## src/rtl/vga_timing_pkg.sv

```systemverilog
// vga_timing_pkg: default 640x480@60 timing constants and derived raster bounds.
package vga_timing_pkg;
    localparam int CW = 10;
    localparam int H_SYNC_DEF = 96;
    localparam int H_BACK_DEF = 48;
    localparam int H_ACTIVE_DEF = 640;
    localparam int H_FRONT_DEF = 16;
    localparam int V_SYNC_DEF = 2;
    localparam int V_BACK_DEF = 33;
    localparam int V_ACTIVE_DEF = 480;
    localparam int V_FRONT_DEF = 10;
    localparam int H_TOTAL = H_SYNC_DEF + H_BACK_DEF + H_ACTIVE_DEF + H_FRONT_DEF;
    localparam int V_TOTAL = V_SYNC_DEF + V_BACK_DEF + V_ACTIVE_DEF + V_FRONT_DEF;
    localparam int H_ACT_START = H_SYNC_DEF + H_BACK_DEF;
    localparam int H_ACT_END = H_TOTAL - H_FRONT_DEF;
    localparam int V_ACT_START = V_SYNC_DEF + V_BACK_DEF;
    localparam int V_ACT_END = V_TOTAL - V_FRONT_DEF;
    typedef logic [CW-1:0] coord_t;
endpackage

```

## src/rtl/VGAcomparator.sv

```systemverilog
// VGAcomparator: unsigned less-than used for sync pulse decode.
module VGAcomparator
    import vga_timing_pkg::*;
#(
    parameter int W = CW
) (
    input  logic [W-1:0] a_i,
    input  logic [W-1:0] b_i,
    output logic         lt_o
);
    assign lt_o = a_i < b_i;
endmodule

```

## src/rtl/vga_axis_counter.sv

```systemverilog
// vga_axis_counter: wrap counter 0..MAX advancing on inc, wrap flags the rollover.
module vga_axis_counter
    import vga_timing_pkg::*;
#(
    parameter int W = CW,
    parameter int MAX = H_TOTAL - 1
) (
    input  logic         clk,
    input  logic         reset,
    input  logic         inc,
    output logic [W-1:0] count,
    output logic         wrap
);
    logic [W-1:0] count_q, count_d;
    always_comb begin
        wrap = inc && count_q == W'(MAX);
        count_d = wrap ? '0 : inc ? count_q + 1'b1 : count_q;
        count = count_q;
    end
    always_ff @(posedge clk) begin
        if (reset) count_q <= '0;
        else count_q <= count_d;
    end
endmodule

```

## src/rtl/vga_timing_controller.sv

```systemverilog
// vga_timing_controller: pixel divider, h/v raster counters, sync and active-video decode.
module vga_timing_controller
    import vga_timing_pkg::*;
#(
    parameter int CLK_DIV = 2,
    parameter int H_SYNC = H_SYNC_DEF,
    parameter int H_BACK = H_BACK_DEF,
    parameter int H_ACTIVE = H_ACTIVE_DEF,
    parameter int H_FRONT = H_FRONT_DEF,
    parameter int V_SYNC = V_SYNC_DEF,
    parameter int V_BACK = V_BACK_DEF,
    parameter int V_ACTIVE = V_ACTIVE_DEF,
    parameter int V_FRONT = V_FRONT_DEF
) (
    input  logic          clk,
    input  logic          reset,
    input  logic          enable,
    output logic          pix_en,
    output logic          hsync_n,
    output logic          vsync_n,
    output logic          active,
    output logic [CW-1:0] x,
    output logic [CW-1:0] y,
    output logic          line_start,
    output logic          frame_start
);
    localparam int HT = H_SYNC + H_BACK + H_ACTIVE + H_FRONT;
    localparam int VT = V_SYNC + V_BACK + V_ACTIVE + V_FRONT;
    localparam int HA0 = H_SYNC + H_BACK;
    localparam int HA1 = HT - H_FRONT;
    localparam int VA0 = V_SYNC + V_BACK;
    localparam int VA1 = VT - V_FRONT;
    localparam int DW = CLK_DIV > 1 ? $clog2(CLK_DIV) : 1;

    if (HT > (1 << CW) || VT > (1 << CW) || CLK_DIV < 1) begin : g_bad_timing
        $error("vga_timing_controller: totals exceed counter range or CLK_DIV < 1");
    end

    logic [DW-1:0] div_q, div_d;
    logic [CW-1:0] h, v;
    logic h_wrap, unused_v_wrap, h_lt, v_lt;

    // pix_en is masked during reset so no pixel is credited on the reset cycle
    always_comb begin
        pix_en = enable && !reset && div_q == DW'(CLK_DIV - 1);
        div_d = !enable ? div_q : pix_en ? '0 : div_q + 1'b1;
    end
    always_ff @(posedge clk) begin
        if (reset) div_q <= '0;
        else div_q <= div_d;
    end

    vga_axis_counter #(.W(CW), .MAX(HT - 1)) u_h_cnt (
        .clk(clk), .reset(reset), .inc(pix_en), .count(h), .wrap(h_wrap)
    );
    vga_axis_counter #(.W(CW), .MAX(VT - 1)) u_v_cnt (
        .clk(clk), .reset(reset), .inc(h_wrap), .count(v), .wrap(unused_v_wrap)
    );

    VGAcomparator #(.W(CW)) u_h_cmp (.a_i(h), .b_i(CW'(H_SYNC)), .lt_o(h_lt));
    VGAcomparator #(.W(CW)) u_v_cmp (.a_i(v), .b_i(CW'(V_SYNC)), .lt_o(v_lt));

    always_comb begin
        hsync_n = ~h_lt;
        vsync_n = ~v_lt;
        active = h >= CW'(HA0) && h < CW'(HA1) && v >= CW'(VA0) && v < CW'(VA1);
        x = active ? h - CW'(HA0) : '0;
        y = active ? v - CW'(VA0) : '0;
        line_start = pix_en && h == '0;
        frame_start = line_start && v == '0;
    end
endmodule
```

## config.mk

```make
export PLATFORM = sky130hd
export DESIGN_NAME = vga_timing_controller
export DESIGN_NICKNAME = d
export VERILOG_FILES = /design/src/rtl/vga_timing_pkg.sv /design/src/rtl/VGAcomparator.sv /design/src/rtl/vga_axis_counter.sv /design/src/rtl/vga_timing_controller.sv
export SDC_FILE = /design/constraint.sdc
export NUM_CORES = 1
export LEC_CHECK = 0
export ABC_CLOCK_PERIOD_IN_PS = 4000
export CAP_MARGIN = 20
export CORE_AREA = 2 2 73 75
export DETAILED_ROUTE_END_ITERATION = 12
export DIE_AREA = 0 0 75 77
export REMOVE_ABC_BUFFERS = 1
export SLEW_MARGIN = 20
export SYNTH_ARGS = -nofsm -noshare
export SYNTH_HDL_FRONTEND = slang
export SYNTH_SLANG_ARGS = --single-unit
```

## constraint.sdc

```tcl
create_clock -name clk -period 4 [get_ports clk]
set_clock_uncertainty 0.15 [all_clocks]
set_input_delay 1 -clock clk [delete_from_list [all_inputs] [get_ports clk]]
set_output_delay 1 -clock clk [all_outputs]
set_load 0.05 [all_outputs]
```

After elaboration in Yosys (flattened, before gate mapping)
Cells that the tools add are included.
{"block": "totals", "out_inout_bits": 26, "input_bits": 3, "register_bits": 21, "word_cells": 35}
{"block": "op_classes", "reduce_logical": 14, "add_sub_neg": 5, "n_eq_ne": 2, "bitwise_logic": 2, "mux": 3, "magnitude_cmp": 6}
{"operator": "10-bit by 1-bit adder with 10-bit output, second input constant", "n": 2}
{"operator": "10-bit equality test, second input constant", "n": 2}
{"operator": "10-bit logical NOT", "n": 2}
{"operator": "10-bit less-than comparator, second input constant", "n": 2}
{"operator": "10-bit 2-to-1 mux", "n": 2}
{"operator": "10-bit by 6-bit >= comparator with 1-bit output, second input constant", "n": 1}
{"operator": "10-bit by 8-bit >= comparator with 1-bit output, second input constant", "n": 1}
{"operator": "10-bit by 2-bit less-than comparator with 1-bit output, second input constant", "n": 1}
{"operator": "10-bit by 7-bit less-than comparator with 1-bit output, second input constant", "n": 1}
{"operator": "10-bit by 6-bit subtractor with 10-bit output, second input constant", "n": 1}
{"operator": "10-bit by 8-bit subtractor with 10-bit output, second input constant", "n": 1}
{"operator": "1-bit logical AND", "n": 9}
{"operator": "2-bit OR reduction", "n": 2}
{"operator": "1-bit inverter", "n": 2}
{"operator": "1-bit adder, second input constant", "n": 1}
{"operator": "1-bit logical NOT", "n": 1}
{"operator": "1-bit 2-to-1 mux", "n": 1}

Depth between registers and ports, before layout
Gate-level depths: netlist of run 1.
{"block": "logic_depth", "depth_word": 6, "mapped_depth": 8, "mapped_depth_nobuf": 6}

Cells and area by module
From an unflattened synthesis of run 1, not the netlist that was laid out.
{"block": "unflattened", "hier_cells": 262, "hier_area_um2": 2160.8}
{"module": "vga_timing_controller", "cells_each": 90, "area_each_um2": 696.9, "seq_area_each_um2": 20.0, "n_inst": 1}
{"module": "vga_axis_counter at u_v_cnt", "cells_each": 55, "area_each_um2": 503.0, "seq_area_each_um2": 200.2, "n_inst": 1}
{"module": "vga_axis_counter at u_h_cnt", "cells_each": 53, "area_each_um2": 490.5, "seq_area_each_um2": 200.2, "n_inst": 1}
{"module": "VGAcomparator", "cells_each": 32, "area_each_um2": 235.2, "seq_area_each_um2": 0.0, "n_inst": 2}

Worst setup path before layout of run 1
Ideal clock, no wire load.
{"block": "synth_path", "path_type": "register to output", "start": "register u_h_cnt.count_q[0] (netlist: u_h_cnt.count[0])", "end": "output port x[3]", "required_ns": 2.850, "path_stages_with_launch": 8, "t_arrival_ns": 2.893, "slack_ns": -0.043, "path_buffers": 1, "path_cell_list": "dfxtp_1 inv_1 ha_1 or3b_1 or3_1 a221o_1 clkbuf_1 nor3b_1"}
{"block": "synth_between", "elab_chain_len": 5, "word_cells_on_any_way": 7, "cone_classes": "add/sub (1); order compare (2); mux (1); reduce/logical (3)"}
{"element": "from (decl)", "line_no": "vga_axis_counter.sv:14", "text": "logic [W-1:0] count_q, count_d;"}
{"element": "from (signal assigned)", "line_no": "vga_axis_counter.sv:22", "text": "else count_q <= count_d;"}
{"element": "10-bit by 8-bit >= comparator with 1-bit output / 10-bit less-than comparator (equally long branches)", "line_no": "vga_timing_controller.sv:66", "text": "active = h >= CW'(HA0) && h < CW'(HA1) && v >= CW'(VA0) && v < CW'(VA1);"}
{"element": "1-bit logical AND (3 in a row)", "line_no": "vga_timing_controller.sv:66"}
{"element": "10-bit 2-to-1 mux *", "line_no": "vga_timing_controller.sv:67", "text": "x = active ? h - CW'(HA0) : '0;"}
{"element": "to (decl)", "line_no": "vga_timing_controller.sv:22", "text": "output logic [CW-1:0] x,"}
Mark *: on every way between the ends. The rest lies on a longest branch, timed or not.

Worst setup path after layout of run 1
{"block": "layout_path", "start": "register u_h_cnt.count_q[0] (netlist: u_h_cnt.count[0])", "end": "output port x[2]"}
Same word-level chain as after synthesis.

==> summary.md, run 1 <==
| Metric | Value |
|---|---|
| Synthesized area | `0.00154 sq mm` |
| Post_cts resized | `0` |
| Initial core utilization | `30.8%` |
| Final Hold Vio Count | `0` |
| Routed wl met2 | `1650 um` |
| Layout Nets | `238` |
| Layout cells sized above 1 | `16.4%` |
| Worst-case clock buffer depth | `2` |
| Vias in the first global route | `1291` |
| Post-Route WL | `3690 um` |
| RR Startpoint | `u_h_cnt.count[6]$_SDFFE_PP0P_` |
| Final setup viols | `0` |
| Synth Flop Type | `dfxtp_1` |
| Avg Vias per Cell | `4.98` |
| Clock slew at reported path FFs | `0.08 ns` |
| Die height | `77 um` |
| Synth unique cells | `36` |
| FF-to-FF path depth | `4` |
| Post-CTS Setup Inserts | `0` |
| Antenna Nets Post-Route | `0` |
| Total GRT Usage | `13.8%` |
| Outcome | `finished, final reports clean` |
| Mapped Cells | `208` |
| Worst EP arrival | `2.68 ns` |
| Die Width | `75 um` |
| IO Pins | `29` |
| Capturing point of the worst reg2reg path | `u_v_cnt.count[8]$_SDFFE_PP0P_` |
| Htree depth | `1` |
| CTS Sinks | `21` |
| Commonest cells post-synth | `nor3_1, dfxtp_1, nand2_1, xnor2_1, nor2_1` |
| Crit start category | `flop` |
| Leading area contributor after synthesis | `dfxtp_1` |
| Highest metal used | `met4` |
| Core Area | `0.00498 sq mm` |
| Worst Tran Pin Value | `0.598 ns` |
| Pins Over Slew Limit | `0` |
| Min-Delay Path Class | `flop to flop` |
| P_leak | `0.000750 uW` |
| YS warnings | `0` |
| Max Clk Rate | `0.261 GHz` |
| Max VDD drop | `88.8 uV` |
| R2R setup slack | `1.54 ns` |
| Period utilization | `95.8%` |
| Hold depth | `2` |
| Die area | `0.00578 sq mm` |
| Num CTS Buffers | `3` |
| Worst hold start | `u_v_cnt.count[1]$_SDFFE_PP0P_` |
| Root Buffer | `clkbuf_8` |
| Relative slew slack | `59.1%` |
| Clk Latency, worst-skew pair | `0.26 ns` |
| Syn Area/Cell | `7.38 sq um` |
| Yosys reg bits | `21` |
| Routed via count | `1475` |
| Async S/R FF share, synth | `0%` |
| Number of port buffers | `28` |
| Rows | `26` |
| First-pass GRT wire length | `6380 um` |
| Initial DRT Pass Iterations | `4` |
| Met3 wire length | `142 um` |
| Worst-path fanout max | `21` |
| Initial antenna violation count | `0` |
| EDFF count, synth | `0` |
| M1 wire length | `1840 um` |
| Hold buffer count at cts | `0` |
| Most common cell in the netlist | `nor3_1` |
| Tmin final | `3.83 ns` |
| Max Cap Violations | `0` |
| GR Overflow Total | `0` |
| Drt drc | `0` |
| Post-synth top area share | `27.4%` |
| Syn-to-layout area delta | `39.1%` |
| Design Area, Final | `0.00214 sq mm` |
| Largest cells by area after synthesis | `dfxtp_1, xnor2_1, nor3_1, ha_1, nand2_1` |
| WS Path Type | `flop to output pin` |
| RSZ-0062 raised after global routing | `false` |
| Placed Instance Area | `0.00208 sq mm` |
| Drt first-iter violations | `57` |
| Worst slack, placed | `0.322 ns` |
| Worst Path Required | `2.85 ns` |
| Routability cong. | `0.766` |
| Sequential area share after synthesis | `27.4%` |
| Antenna fix cells | `0` |
| Post-DP HPWL | `2750 um` |
| Setup TNS | `0 ns` |
| CTS tree | `yes` |
| Routed len/inst | `12.5 um` |
| Hold endpoint | `u_v_cnt.count[1]$_SDFFE_PP0P_` |
| Largest net degree at the start of global routing | `22` |
| Worst setup margin | `0.166 ns` |
| Critical path endpoint category | `output pin` |
| Pwr dens | `178 mW/mm^2` |
-- critical path, stage by stage, from the launching register on --
cell     delay, ns
dfxtp_1       0.35
inv_1         0.08
ha_1          0.13
or3b_1        0.36
or3_1         0.36
a221o_2       0.52
nor3b_1       0.42
buf_12        0.19
-- power by group --
group          switching (uW)  internal [uW]
Clock                    74.4           71.1
Sequential               1.62            210
Combinational            12.6           9.43
-- cells by family after synthesis --
| group | count (synthesis) | synth area share, % |
|---|---|---|
| AND/OR/NAND/NOR | 97 | 33.1 |
| flip-flops | 21 | 27.4 |
| AO/OA/AOI/OAI | 29 | 11.9 |
| adder cells (fa/ha/maj) | 8 | 6.52 |
| buffers and inverters | 30 | 7.99 |
| XOR/XNOR | 23 | 13.1 |
-- registers in the layout, summed over array words and instances, names as in the netlist --
signal and cells:
div_q 1, u_v_cnt.count 10, u_h_cnt.count 10
-- final cells by class --
| type | count | area [sq um] |
|---|---|---|
| sequential | 21 | 420 |
| clock buffer | 4 | 45.0 |
| fill | 503 | 2840 |
| multi-input combinational | 157 | 1000 |
| tap | 70 | 87.6 |
| timing repair buffer | 34 | 541 |
| inverter | 10 | 37.5 |
-- through the flow --
stage | total power [uW] | cells | utilization, % | hold slack (ns)
2_1_floorplan | 229 | 188 | - | 0.348
3_3_place_gp | 239 | 292 | 41.9 | 0.377
3_5_place_dp | 239 | 292 | 41.9 | 0.380
4_1_cts | 383 | 296 | 42.8 | 0.392
5_1_grt | 391 | 296 | 42.9 | 0.456
6_report | 380 | 296 | 42.9 | 0.393
-- placed cells by master, fill, tap and decap left out, drive strengths merged, types with 4 or more instances in the layout --
cell type / count
buf: 30
nor4: 7
or4: 4
inv: 10
nor2: 19
clkbuf: 4
nand2: 20
ha: 8
xnor2: 20
a21oi: 14
nor3: 22
dfxtp: 21
clkdlybuf4s50: 4
o21ai: 5
or3: 7
-- how the worst max path moves through the flow --
stage	slack, ns	cells past startpoint	start	to
2_1_floorplan	-0.59	5	u_v_cnt.count[0]$_SDFFE_PP0P_	x[6]
3_3_place_gp	0.35	5	reset	frame_start
3_5_place_dp	0.32	5	reset	frame_start
4_1_cts	0.04	7	u_h_cnt.count[1]$_SDFFE_PP0P_	y[7]
5_1_grt	0.03	7	u_h_cnt.count[1]$_SDFFE_PP0P_	y[8]
6_report	0.17	7	u_h_cnt.count[0]$_SDFFE_PP0P_	x[2]
-- routing by layer --
metal	vias up	track usage, %
li1	758	-
met1	679	20.4
met3	5	1.31
met4	0	4.82
met2	33	20.6
met5	-	0
Note: power is estimated with default switching activity, not from simulation.
==> run 2, diff against run 1 <==
==> constraint.sdc (replaced) <==
create_clock -name clk -period 4 [get_ports clk]
set_clock_uncertainty 0.15 [all_clocks]
set_input_delay 0.8 -clock clk [delete_from_list [all_inputs] [get_ports clk]]
set_output_delay 0.8 -clock clk [all_outputs]
set_load 0.05 [all_outputs]
==> summary.md, run 2 (synthesized netlist as in run 1, its figures left out) <==
| Metric | Value |
|---|---|
| Post-DP HPWL | `2610 um (-5.0%)` |
| Dpl cells | `288 (-1.4%)` |
| Num CTS Buffers | `3 (unchanged)` |
| Drt first-iter violations | `114 (+100%)` |
| Crit start category | `flop` |
| Antenna fix cells | `0 (unchanged)` |
| Hold endpoint | `u_v_cnt.count[1]$_SDFFE_PP0P_` |
| FF-to-FF path depth | `4 (unchanged)` |
| Die Width | `75 um (unchanged)` |
| Largest net degree at the start of global routing | `22 (unchanged)` |
| CP Launch Point | `u_h_cnt.count[0]$_SDFFE_PP0P_` |
| Worst Path Required | `3.05 ns (+0.20 ns)` |
| Worst slack, placed | `0.453 ns (+0.130 ns)` |
| CTS tree | `yes` |
| Worst hold start | `u_v_cnt.count[1]$_SDFFE_PP0P_` |
| Clk Latency, worst-skew pair | `0.26 ns (about the same)` |
| Commonest non-fill, non-tap cell in the layout | `nor3_1` |
| Htree depth | `1 (unchanged)` |
| Tmin final | `3.75 ns (-0.0814 ns)` |
| Hold depth | `2 (unchanged)` |
| Relative slew slack | `50.8% (-8.4 points)` |
| Worst EP arrival | `2.80 ns (+0.12 ns)` |
| Period utilization | `93.8% (-2.0 points)` |
| Pwr dens | `192 mW/mm^2 (+7.9%)` |
| Vias in the first global route | `1304 (+1.0%)` |
| Routed len/inst | `12.3 um (-1.2%)` |
| Worst-path fanout max | `21 (unchanged)` |
| CTS Sinks | `21 (unchanged)` |
| Routability cong. | `0.751 (-1.9%)` |
| Initial DRT Pass Iterations | `5 (+1)` |
| R2R setup slack | `1.51 ns (-0.03 ns)` |
| Critical path endpoint category | `output pin` |
| Initial antenna violation count | `0 (unchanged)` |
| Final setup viols | `0 (unchanged)` |
| Die area | `0.00578 sq mm (unchanged)` |
| CP peak stage delay | `0.58 ns (+0.06 ns)` |
| Post_cts resized | `0 (unchanged)` |
| Worst-case clock buffer depth | `2 (unchanged)` |
| Post-CTS Setup Inserts | `0 (unchanged)` |
| WS Path Type | `flop to output pin` |
| GR Overflow Total | `0 (unchanged)` |
| Outcome | `finished, final reports clean` |
| Clock slew at reported path FFs | `0.08 ns (about the same)` |
| Syn-to-layout area delta | `28.0%` |
| IO Pins | `29 (unchanged)` |
| Min-Delay Path Class | `flop to flop` |
| Initial core utilization | `30.8% (unchanged)` |
| RSZ-0062 raised after global routing | `false` |
| Root Buffer | `clkbuf_8` |
| Die height | `77 um (unchanged)` |
| Hold buffer count at cts | `0 (unchanged)` |
| Worst Tran Pin Value | `0.729 ns (+0.131 ns)` |
| Core Area | `0.00498 sq mm (unchanged)` |
| Routed via count | `1454 (-1.4%)` |
| Post-Route WL | `3600 um (-2.6%)` |
| Final non-filler cell total | `292 (-1.4%)` |
| Pins Over Slew Limit | `0 (unchanged)` |
| Most frequent cells in the layout | `nor3_1, dfxtp_1, nand2_1, xnor2_1, nor2_1` |
| Antenna Nets Post-Route | `0 (unchanged)` |
| Rows | `26 (unchanged)` |
| Final Hold Vio Count | `0 (unchanged)` |
| Max Clk Rate | `0.266 GHz (+2.2%)` |
| RR Startpoint | `u_h_cnt.count[2]$_SDFFE_PP0P_` |
| Drt drc | `0 (unchanged)` |
| Max VDD drop | `122 uV (+37%)` |
| P_leak | `0.000701 uW (-6.5%)` |
| Layout Nets | `234 (-1.7%)` |
| Worst setup margin | `0.248 ns (+0.0814 ns)` |
| Avg Vias per Cell | `4.98 (about the same)` |
| Total GRT Usage | `13.2% (-0.57 points)` |
| Capturing point of the worst reg2reg path | `u_v_cnt.count[9]$_SDFFE_PP0P_` |
| CP Cell Sequence | `inv_1 -> ha_1 -> or3b_1 -> or3_1 -> a221o_1 -> nor3_1 -> buf_12` |
| Layout cells sized above 1 | `14.0% (-2.4 points)` |
| Slowest CP cell | `a221o_1` |
| Number of port buffers | `28 (unchanged)` |
| First-pass GRT wire length | `6130 um (-3.8%)` |
| Max Cap Violations | `0 (unchanged)` |
## run 2: worst max-delay path, delay by kind of cell, from the launching register on
family                     cells  cell delay [ns]
adders and majority gates      1             0.13
buffers and inverters          2             0.28
DFF                            1             0.35
AOI/OAI and AO/OA              1             0.58
and+or+nand+nor                3             1.20
## run 2: worst max path at each step
stage / to / cells after the start
2_1_floorplan: x[6] / 5
6_report: y[6] / 7
5_1_grt: x[3] / 7
3_3_place_gp: u_v_cnt.count[8]$_SDFFE_PP0P_ / 5
3_5_place_dp: u_v_cnt.count[6]$_SDFFE_PP0P_ / 5
4_1_cts: y[6] / 7
## run 2: metal layers
metal,wire (um),vias up,track usage [%],part of all wire [%]
met1,1770,662,19.4,49
met4,34,0,3.21,0.95
met3,188,4,2.23,5.2
met2,1600,37,19.9,45
li1,-,751,-,-
met5,0,-,0,0
## run 2: layout make-up
cell class | instances | area, sq um
multi-input combinational | 157 | 998
tap | 70 | 87.6
clock buffer | 3 | 41.3
fill | 518 | 3010
inverter | 10 | 37.5
sequential | 21 | 420
clock inverter | 1 | 5.00
timing repair buffer | 30 | 375
## run 2: power by group
group	switching (uW)	internal [uW]	leakage (uW)
Clock	75.6	69.5	0.0000255
Sequential	1.65	210	0.000169
Combinational	12.2	7.59	0.000506
Total	89.5	288	0.000701
## run 2: metrics by stage
step           total power [uW]  TNS [ns]  cell area (sq um)  hold WS [ns]  util (%)
6_report                    377         0               1970         0.410      39.5
5_1_grt                     393         0               1970         0.448      39.5
4_1_cts                     381         0               1970         0.401      39.5
3_5_place_dp                237         0               1920         0.385      38.6
3_3_place_gp                237         0               1920         0.380      38.6
2_1_floorplan               229     -7.94               1450         0.348         -
==> run 3, diff against run 2 <==
--- a/config.mk
+++ b/config.mk
@@ -7,9 +7,9 @@
 export LEC_CHECK = 0
 export ABC_CLOCK_PERIOD_IN_PS = 4000
 export CAP_MARGIN = 20
-export CORE_AREA = 2 2 73 75
+export CORE_AREA = 2 2 68 70
 export DETAILED_ROUTE_END_ITERATION = 12
-export DIE_AREA = 0 0 75 77
+export DIE_AREA = 0 0 70 72
 export REMOVE_ABC_BUFFERS = 1
 export SLEW_MARGIN = 20
 export SYNTH_ARGS = -nofsm -noshare
==> summary.md, run 3 (synthesized netlist as in run 1, its figures left out) <==
| Metric | Value |
|---|---|
| Period utilization | `92.7% (-1.1 points)` |
| Critical path endpoint category | `output pin` |
| Layout cells sized above 1 | `13.9% (-0.063 points)` |
| Drt drc | `0 (unchanged)` |
| Routed via count | `1467 (+0.89%)` |
| Final Hold Vio Count | `0 (unchanged)` |
| Max Clk Rate | `0.270 GHz (+1.1%)` |
| Most frequent cells in the layout | `nor3_1, dfxtp_1, nand2_1, xnor2_1, nor2_1` |
| CP Cell Sequence | `inv_1 -> ha_1 -> or3b_1 -> or3_1 -> a221o_1 -> nor2_1 -> clkdlybuf4s50_1` |
| Pwr dens | `190 mW/mm^2 (-1.2%)` |
| Post-CTS Setup Inserts | `0 (unchanged)` |
| Initial DRT Pass Iterations | `4 (-1)` |
| Commonest non-fill, non-tap cell in the layout | `nor3_1` |
| Worst Path Required | `3.05 ns (about the same)` |
| Worst-case clock buffer depth | `2 (unchanged)` |
| Final non-filler cell total | `275 (-5.8%)` |
| Worst Tran Pin Value | `0.590 ns (-0.139 ns)` |
| CTS tree | `yes` |
| Die area | `0.00504 sq mm (-13%)` |
| CP peak stage delay | `0.82 ns (+0.24 ns)` |
| Relative slew slack | `60.3% (+9.5 points)` |
| R2R setup slack | `1.52 ns (about the same)` |
| Avg Vias per Cell | `5.33 (+7.1%)` |
| Outcome | `finished, final reports clean` |
| Worst hold start | `u_v_cnt.count[1]$_SDFFE_PP0P_` |
| Capturing point of the worst reg2reg path | `u_v_cnt.count[8]$_SDFFE_PP0P_` |
| Dpl cells | `271 (-5.9%)` |
| Post_cts resized | `0 (unchanged)` |
| Number of port buffers | `28 (unchanged)` |
| Hold buffer count at cts | `0 (unchanged)` |
| Routed len/inst | `13.3 um (+7.7%)` |
| Antenna fix cells | `0 (unchanged)` |
| Die height | `72 um (-6.5%)` |
| Pins Over Slew Limit | `0 (unchanged)` |
| Worst EP arrival | `2.76 ns (-0.04 ns)` |
| Drt first-iter violations | `54 (-53%)` |
| RSZ-0062 raised after global routing | `false` |
| Post-Route WL | `3650 um (+1.4%)` |
| Antenna Nets Post-Route | `0 (unchanged)` |
| Max VDD drop | `134 uV (+10%)` |
| Core Area | `0.00426 sq mm (-14%)` |
| Slowest CP cell | `clkdlybuf4s50_1` |
| Min-Delay Path Class | `flop to flop` |
| Initial antenna violation count | `0 (unchanged)` |
| Final core occ | `46.4% (+6.9 points)` |
| Clk Latency, worst-skew pair | `0.26 ns (about the same)` |
| Crit start category | `flop` |
| Final setup viols | `0 (unchanged)` |
| First-pass GRT wire length | `6180 um (+0.78%)` |
| Die Width | `70 um (-6.7%)` |
| Num CTS Buffers | `3 (unchanged)` |
| Htree depth | `1 (unchanged)` |
| Setup TNS | `0 ns (unchanged)` |
| Initial core utilization | `36.0% (+5.2 points)` |
| Post-DP HPWL | `2590 um (-0.77%)` |
| Total GRT Usage | `15.0% (+1.7 points)` |
| Routability cong. | `0.824 (+9.8%)` |
| CTS Sinks | `21 (unchanged)` |
| Fillcell total | `426 (-18%)` |
| Layout Nets | `235 (+0.43%)` |
| P_leak | `0.000709 uW (+1.1%)` |
| Hold depth | `2 (unchanged)` |
| Max Cap Violations | `0 (unchanged)` |
| Largest net degree at the start of global routing | `21 (-4.5%)` |
| Worst-path fanout max | `4 (-81%)` |
| Rows | `24 (-7.7%)` |
| Vias in the first global route | `1336 (+2.5%)` |
| FF-to-FF path depth | `4 (unchanged)` |
| Root Buffer | `clkbuf_8` |
| GR Overflow Total | `0 (unchanged)` |
| Syn-to-layout area delta | `28.9%` |
| Cell family with most CP delay | `buffers and inverters` |
| WS Path Type | `flop to output pin` |
| Tmin final | `3.71 ns (-0.0426 ns)` |
| Placed Instance Area | `0.00193 sq mm (+0.65%)` |
| IO Pins | `29 (unchanged)` |
| Hold endpoint | `u_v_cnt.count[1]$_SDFFE_PP0P_` |
| Design Area, Final | `0.00198 sq mm (+0.64%)` |
| RR Startpoint | `u_h_cnt.count[7]$_SDFFE_PP0P_` |
| Critical path buffer and inverter count | `2 (unchanged)` |
| Clock slew at reported path FFs | `0.08 ns (about the same)` |
-- run 3: metrics by stage --
stage,total power [uW],worst slack (ns),hold slack [ns]
2_1_floorplan,229,-0.395,0.348
3_3_place_gp,237,0.546,0.381
3_5_place_dp,237,0.519,0.384
4_1_cts,380,0.277,0.399
5_1_grt,388,0.184,0.443
6_report,375,0.290,0.403
-- run 3: worst max path at each step --
stage	from	depth (start not counted)	end	slack, ns
5_1_grt	u_h_cnt.count[1]$_SDFFE_PP0P_	7	active	0.18
2_1_floorplan	u_v_cnt.count[0]$_SDFFE_PP0P_	5	x[6]	-0.39
6_report	u_h_cnt.count[0]$_SDFFE_PP0P_	7	active	0.29
3_5_place_dp	reset	3	pix_en	0.52
3_3_place_gp	reset	3	pix_en	0.55
4_1_cts	u_h_cnt.count[0]$_SDFFE_PP0P_	7	active	0.28
-- run 3: worst min-delay path, delay by kind of cell (launching register included) --
family	cells	cell delay (ns)
AO/OA/AOI/OAI	1	0.06
flip-flops	1	0.37
AND/OR/NAND/NOR	1	0.08
-- run 3: layer usage --
metal	part of all wire, %	up-vias	track usage (%)	wire length [um]
met5	0	-	0	0
met4	0.99	0	5.13	36
met3	4.8	6	1.94	174
met2	45	46	24.8	1640
met1	49	669	20.2	1800
li1	-	746	-	-
-- run 3: where the power goes --
group          internal (uW)  switching, uW  leakage, uW  total [uW]
clock network           69.5           73.4    0.0000255         143
logic                   7.59           12.2     0.000514        19.8
registers                210           1.75     0.000169         212
-- run 3: final cells by class --
cell class	count	area, sq um	area share, %
Tap cell	52	65.1	3.29
Multi-Input combinational cell	157	998	50.5
Clock inverter	1	5.00	0.253
Inverter	10	37.5	1.90
Timing Repair Buffer	31	410	20.7
Sequential cell	21	420	21.3
Clock buffer	3	41.3	2.09
